## src/rtl/tdm_pkg.sv

```systemverilog
// Shared definitions for the TDM display-code link (transmit mux and receive demux).
// Holds the frame FSM encoding and the default word, timeout and blank-code constants.
package tdm_pkg;

    typedef enum logic {
        ST_HUNT  = 1'b0,
        ST_WAIT2 = 1'b1
    } tdm_state_e;

    localparam int          DEF_WIDTH   = 7;
    localparam int          DEF_TIMEOUT = 255;
    localparam logic [6:0]  BLANK_CODE  = 7'h7F;  // all segments off, active-low

endpackage

```

## src/rtl/tdm_timeout_counter.sv

```systemverilog
// Saturating idle timer for the gap between channel-1 and channel-2 words.
// It flags expiry once TIMEOUT-1 idle cycles have been counted and never wraps.
module tdm_timeout_counter
    import tdm_pkg::*;
#(
    parameter int TIMEOUT = DEF_TIMEOUT
) (
    input  logic clk,
    input  logic rst,
    input  logic clear,
    input  logic enable,
    output logic expired
);

    localparam int TW = $clog2(TIMEOUT + 1);
    localparam logic [TW-1:0] LAST = TW'(TIMEOUT - 1);

    logic [TW-1:0] timer_q;
    logic [TW-1:0] timer_d;

    assign expired = (timer_q == LAST);

    always_comb begin
        timer_d = timer_q;
        if (clear) begin
            timer_d = '0;
        end else if (enable && !expired) begin
            timer_d = timer_q + 1'b1;
        end
    end

    // NOTE: sequential state uses <= so every flop samples pre-edge values.
    always_ff @(posedge clk) begin
        if (rst) begin
            timer_q <= '0;
        end else begin
            timer_q <= timer_d;
        end
    end

endmodule

```

## src/rtl/tdm_demux_1to2.sv

```systemverilog
// Receive-side 1:2 TDM demux: realigns on the frame marker, pairs channel-1/channel-2
// words and presents them together on held outputs, flagging framing errors and stalls.
module tdm_demux_1to2
    import tdm_pkg::*;
#(
    parameter int               WIDTH     = DEF_WIDTH,
    parameter int               TIMEOUT   = DEF_TIMEOUT,
    parameter logic [WIDTH-1:0] RESET_VAL = WIDTH'(BLANK_CODE)
) (
    input  logic             clk,
    input  logic             rst,
    input  logic [WIDTH-1:0] din,
    input  logic             din_valid,
    input  logic             din_sof,
    output logic [WIDTH-1:0] out1,
    output logic [WIDTH-1:0] out2,
    output logic             out_valid,
    output logic             sync_err,
    output logic             locked
);

    tdm_state_e       state_q,     state_d;
    logic [WIDTH-1:0] shadow_q,    shadow_d;
    logic [WIDTH-1:0] out1_q,      out1_d;
    logic [WIDTH-1:0] out2_q,      out2_d;
    logic             out_valid_q, out_valid_d;
    logic             sync_err_q,  sync_err_d;
    logic             locked_q,    locked_d;

    logic tmr_clear;
    logic tmr_enable;
    logic tmr_expired;

    tdm_timeout_counter #(
        .TIMEOUT (TIMEOUT)
    ) u_timeout (
        .clk     (clk),
        .rst     (rst),
        .clear   (tmr_clear),
        .enable  (tmr_enable),
        .expired (tmr_expired)
    );

    // NOTE: every signal gets a default first so no path leaves one unassigned (no latches).
    always_comb begin
        state_d     = state_q;
        shadow_d    = shadow_q;
        out1_d      = out1_q;
        out2_d      = out2_q;
        out_valid_d = 1'b0;
        sync_err_d  = 1'b0;
        locked_d    = locked_q;
        tmr_clear   = 1'b0;
        tmr_enable  = 1'b0;

        case (state_q)
            ST_HUNT: begin
                if (din_valid) begin
                    if (din_sof) begin
                        shadow_d  = din;
                        tmr_clear = 1'b1;
                        state_d   = ST_WAIT2;
                    end else begin
                        sync_err_d = 1'b1;
                        locked_d   = 1'b0;
                    end
                end
            end
            ST_WAIT2: begin
                if (din_valid) begin
                    if (din_sof) begin
                        // Restart: the new marker word becomes the pending channel-1 word.
                        sync_err_d = 1'b1;
                        locked_d   = 1'b0;
                        shadow_d   = din;
                        tmr_clear  = 1'b1;
                    end else begin
                        out1_d      = shadow_q;
                        out2_d      = din;
                        out_valid_d = 1'b1;
                        locked_d    = 1'b1;
                        state_d     = ST_HUNT;
                    end
                end else if (tmr_expired) begin
                    sync_err_d = 1'b1;
                    locked_d   = 1'b0;
                    shadow_d   = '0;
                    state_d    = ST_HUNT;
                end else begin
                    tmr_enable = 1'b1;
                end
            end
            default: state_d = ST_HUNT;
        endcase
    end

    always_ff @(posedge clk) begin
        if (rst) begin
            state_q     <= ST_HUNT;
            shadow_q    <= '0;
            out1_q      <= RESET_VAL;
            out2_q      <= RESET_VAL;
            out_valid_q <= 1'b0;
            sync_err_q  <= 1'b0;
            locked_q    <= 1'b0;
        end else begin
            state_q     <= state_d;
            shadow_q    <= shadow_d;
            out1_q      <= out1_d;
            out2_q      <= out2_d;
            out_valid_q <= out_valid_d;
            sync_err_q  <= sync_err_d;
            locked_q    <= locked_d;
        end
    end

    assign out1      = out1_q;
    assign out2      = out2_q;
    assign out_valid = out_valid_q;
    assign sync_err  = sync_err_q;
    assign locked    = locked_q;

endmodule
```

## config.mk

```make
export PLATFORM = sky130hd
export DESIGN_NAME = tdm_demux_1to2
export DESIGN_NICKNAME = d
export VERILOG_FILES = /design/src/rtl/tdm_pkg.sv /design/src/rtl/tdm_timeout_counter.sv /design/src/rtl/tdm_demux_1to2.sv
export SDC_FILE = /design/constraint.sdc
export NUM_CORES = 1
export LEC_CHECK = 0
export BUFFER_PORTS_ARGS = -buffer_cell sky130_fd_sc_hd__buf_2
export CORE_AREA = 2 2 58 60
export DETAILED_ROUTE_END_ITERATION = 6
export DIE_AREA = 0 0 60 62
export PLACE_DENSITY = 0.7
export SETUP_SLACK_MARGIN = 0.05
export SLEW_MARGIN = 10
export SYNTH_ARGS = -nofsm -noshare
export SYNTH_HDL_FRONTEND = slang
export SYNTH_SLANG_ARGS = --single-unit
```

## constraint.sdc

```tcl
create_clock -name clk -period 2.18 [get_ports clk]
set_clock_uncertainty 0.15 [all_clocks]
set_input_delay 0.109 -clock clk [delete_from_list [all_inputs] [get_ports clk]]
set_output_delay 0.109 -clock clk [all_outputs]
set_load 0.01 [all_outputs]
```

# [Word-level counts from Yosys, hierarchy flattened]
# Cells that the tools add are included.
[word_totals] out_inout_bits=17 regBits=33
[classes] n_eq_ne=4 n_reduce_logical=7 mux=22 n_bitwise=2 add_sub_neg=1
[op_table] cell="$mux 7" n=4
[op_table] cell="$mux 1" n=14
[op_table] cell="$pmux 7 s2" n=1
[op_table] cell="$add 8x1->8 const B" n=1
[op_table] cell="$eq 8x8->1 const B" n=1
[op_table] cell="$pmux 1 s2" n=3
[op_table] cell="$reduce_and 3->1" n=2
[op_table] cell="$ne 2x2->1 const B" n=2
[op_table] cell="$reduce_or 2->1" n=2
[op_table] cell="$ne 3x2->1 const B" n=1
[op_table] cell="$not 1->1" n=2
[op_table] cell="$reduce_and 2->1" n=1
[op_table] cell="$logic_and 1x1->1" n=1
[op_table] cell="$logic_not 1->1" n=1

# [Logic depth before layout (Yosys ltp)]
[depth] word_depth=5 depth_mapped=5 mapped_depth_nobuf=5

# [By module]
# Synthesis repeated with hierarchy kept, for this count alone.
[hier_totals] hier_cells=119 area_unflattened_um2=1249.9
[modules_own_cells] mod="tdm_demux_1to2" cells_each=69 instances=1 area_each_um2=818.3 seq_area_each_um2=500.5
[modules_own_cells] mod="tdm_timeout_counter" cells_each=50 instances=1 area_each_um2=431.7 seq_area_each_um2=160.2

# [Least setup slack after synthesis]
# Ideal clock, no wire load.
[synth_timing] path_kind="reg-to-reg" from="register u_timeout.timer_q[0]" to="register sync_err_q (netlist: sync_err)" path_slack_ps=677 arrival_ps=1268 setup_ps=86 stages_incl_launch_ff=6 path_cell_list="dfxtp_1 -> inv_1 -> ha_1 -> nand4_2 -> o311a_1 -> a211oi_1"
[synth_between] elab_chain_cells=4
[synth_rtl] item="from (decl)" line_no="tdm_timeout_counter.sv:18" rtl="logic [TW-1:0] timer_q;"
[synth_rtl] item="from (signal assigned)" line_no="tdm_timeout_counter.sv:37" rtl="timer_q <= timer_d;"
[synth_rtl] item="$eq 8x8->1" line_no="tdm_timeout_counter.sv:21" rtl="assign expired = (timer_q == LAST);"
[synth_rtl] item="$mux 1" line_no="tdm_demux_1to2.sv:84" rtl="end else if (tmr_expired) begin"
[synth_rtl] item="$mux 1" line_no="tdm_demux_1to2.sv:70" rtl="if (din_valid) begin"
[synth_rtl] item="$pmux 1 s2" line_no="tdm_demux_1to2.sv:56" rtl="case (state_q)"
[synth_rtl] item="to (signal assigned)" line_no="tdm_demux_1to2.sv:112" rtl="sync_err_q <= sync_err_d;"
[synth_rtl] item="to (decl)" line_no="tdm_demux_1to2.sv:27" rtl="logic sync_err_q, sync_err_d;"
# No other way between the ends.
# A chain may end at the register's enable or synchronous reset.

# [Worst setup path after layout]
[layout_timing] from="register u_timeout.timer_q[1]" to="register sync_err_q (netlist: sync_err)"
# Same word-level chain as after synthesis.

==> flow_summary.json <==
{
  "final_cell_count_no_fill": 204,
  "num_antenna_cells": 0,
  "grt_overflow_total": 0,
  "final_max_slew_viol_count": 0,
  "slew_headroom": 0.6331,
  "numClockSinks": 33,
  "portBuffers": 27,
  "fin_nets": 170,
  "synth_top_cell_by_area": "dfxtp_1",
  "drt_iter0_drc": 75,
  "clockRootBuffer": "clkbuf_4",
  "clockPowerShare": 0.314,
  "path_clk_slew_ps": 100,
  "final-seq-area_um2": 660.6,
  "setup_tns_ps": 0,
  "avgRoutedWirePerCell_um": 12.93,
  "setup_viol": 0,
  "fin_crit_sh": 0.7924,
  "drtPass1Iterations": 4,
  "required_ps": 2270,
  "place_inst": 187,
  "antenna_found_initial": 0,
  "cpPeakStageDelay_ps": 430,
  "vias": 1064,
  "synth_cell_types": 35,
  "ys_ff_latch": 33,
  "die_x_um": 60,
  "finalCriticalPeriod_ps": 1727,
  "fill_cells": 289,
  "routed_wl_um": 2637,
  "worst_path_max_delay_cell": "dfxtp_1",
  "synthesis.area_um2": 1315,
  "status": "finished, final reports clean",
  "worstSetupPathType": "reg2reg",
  "yosysTopAreaCellShare": 0.5024,
  "avgSynthCellArea_um2": 10.96,
  "hold_viol_final": 0,
  "synth_area_leaders": "dfxtp_1, o22a_1, a22o_1, a41oi_4, nand2_1",
  "ys_seq_area_frac": 0.5024,
  "p_leak_nw": 0.6529,
  "grt_usage": 0.1569,
  "die_height_um": 62,
  "vias_per_cell": 5.216,
  "rsz0062_at_grt": "false",
  "power_density_nw_per_um2": 642.6,
  "grt_max_degree": 16,
  "ir_worst_vdd_mv": 0.4888,
  "drc": 0,
  "area_delta_synth_final_pct": 22.45,
  "worstPathMaxFanout": 6,
  "ys_top_cells_by_count": "dfxtp_1, o22a_1, a22o_1, nand2_1",
  "htreeDepth": 2,
  "postCtsSetupBuffers": 0,
  "end_kind": "flop",
  "synth_fp_nets": 133,
  "timing.fmax_mhz": 578.9,
  "worstPathArrival_ps": 1810,
  "synthCells": 120,
  "io_pins": 28,
  "start_util": 0.4136,
  "min_path_type": "in2reg",
  "numCtsBuffers": 5,
  "drive_above_1_share": 0.2405,
  "synth_warnings": 0,
  "tritoncts": "built",
  "crit_chain": "ha_1 -> nand4_2 -> o311a_1 -> a211oi_1",
  "ant_nets": 0,
  "clock_latency_ps": 330,
  "synth-async-reset-ratio": 0,
  "synth_ff_type": "dfxtp_1",
  "die_area_um2": 3720,
  "drv_cap": 0,
  "cts.path.max_buffers": 2,
  "std_cell_rows": 21,
  "synth_edf_count": 0,
  "intPower_uw": 781.3,
  "seq_power_share": 0.607,
  "tightest_slew_ps": 550.4,
  "startpoint_type": "flop",
  "p_comb_frac": 0.079,
  "yosysMostFrequentCell": "dfxtp_1",
  "gp_congestion": 0.8653,
  "grt_pass1_wl_um": 4257,
  "swShare": 0.2450,
  "grt_pass1_vias": 966,
  "p_sw_uw": 253.5,
  "multiInputGateArea_um2": 600.6,
  "dpl.hpwl_um": 1861,
  "core_um2": 3179
}
power groups by stage:
stage,registers (mW),logic [mW],clock network (mW)
floorplan,0.644,0.0390,0
global placement,0.641,0.0688,0
detailed placement,0.641,0.0703,0
CTS,0.628,0.0830,0.340
global route,0.630,0.0913,0.365
finish,0.628,0.0821,0.325
path summary, 6_finish.rpt:
path                            depth (start not counted)              endpoint  slack [ps]                         startpoint
worst max-delay path                                    4   sync_err$_SDFF_PP0_         450  u_timeout.timer_q[1]$_SDFFE_PP0P_
worst max register to register                          4   sync_err$_SDFF_PP0_         450  u_timeout.timer_q[1]$_SDFFE_PP0P_
worst min-delay path                                    3   locked$_SDFFE_PP0P_          30                          din_valid
worst min register to register                          1  out1[6]$_SDFFE_PP1P_         320           shadow_q[6]$_SDFFE_PP0P_
through the flow:
| stage | setup slack, ps | hold WS, ps | utilization | area (um^2) | total power [mW] |
|---|---|---|---|---|---|
| 6_report | 452.5 | 30.83 | 0.5065 | 1610 | 1.035 |
| 5_1_grt | 369.3 | 29.35 | 0.5065 | 1610 | 1.087 |
| 4_1_cts | 452.4 | 10.49 | 0.5065 | 1610 | 1.051 |
| 3_5_place_dp | 488.9 | 187.1 | 0.4608 | 1465 | 0.7116 |
| 3_3_place_gp | 598.8 | 179.4 | 0.4608 | 1465 | 0.7098 |
| 2_1_floorplan | 676.5 | 28.07 | - | 1315 | 0.6829 |
layout make-up:
cell class / instances / area share
Clock buffer: 5 / 0.02331
Multi-Input combinational cell: 78 / 0.3730
Tap cell: 46 / 0.03574
Inverter: 3 / 0.006993
Sequential cell: 33 / 0.4103
Clock inverter: 3 / 0.01088
Timing Repair Buffer: 36 / 0.1399
routing by layer:
| metal | vias up | track usage | part of all wire |
|---|---|---|---|
| li1 | 540 | - | - |
| met1 | 492 | 0.1944 | 0.47 |
| met2 | 30 | 0.2422 | 0.47 |
| met3 | 2 | 0.06004 | 0.052 |
| met4 | 0 | 0.07302 | 0.0064 |
| met5 | - | 0 | 0 |
flip-flops by register name, summed over array words and instances, names as in the netlist:
name	cells
state_q	1
sync_err	1
out2	7
locked	1
u_timeout.timer_q	8
shadow_q	7
out_valid	1
out1	7
cell families (layout without fill, tap and decap cells):
kind of cell    after synthesis  after routing  share of synthesized area
fa+ha+maj                     2              2                    0.01903
simple gates                 32             32                     0.1532
compound gates               42             42                     0.2693
flops                        33             33                     0.5024
buf+inv                       9             47                    0.04091
mux                           2              2                    0.01522
cells in the final DEF (no fill, tap or decap), types with 3 or more instances in the layout:
cell type      netlist  final
nand2_1              7      7
dfxtp_1             33     33
nor2b_1              3      3
buf_2                4     27
a211oi_1             3      3
o22a_1              14     14
and3_1               4      4
a21oi_1              4      4
inv_1                3      3
nand2b_1             3      3
a31oi_1              3      3
dlygate4sd3_1        0      9
a22o_1               7      7
nand4_1              3      3
clkbuf_4             0      5
critical path, delay by kind of cell (launching register included):
family	cells	cell delay, ps
adders and majority gates	1	350
DFF	1	430
and+or+nand+nor	1	160
AOI/OAI and AO/OA	2	540
timing repair:
item                       CTS  global route
hold endpoints to repair    17             0
gates resized for setup      0             0
hold buffers                 9             0
setup endpoints to repair    0             0
Power figures use the tool's default switching activity.
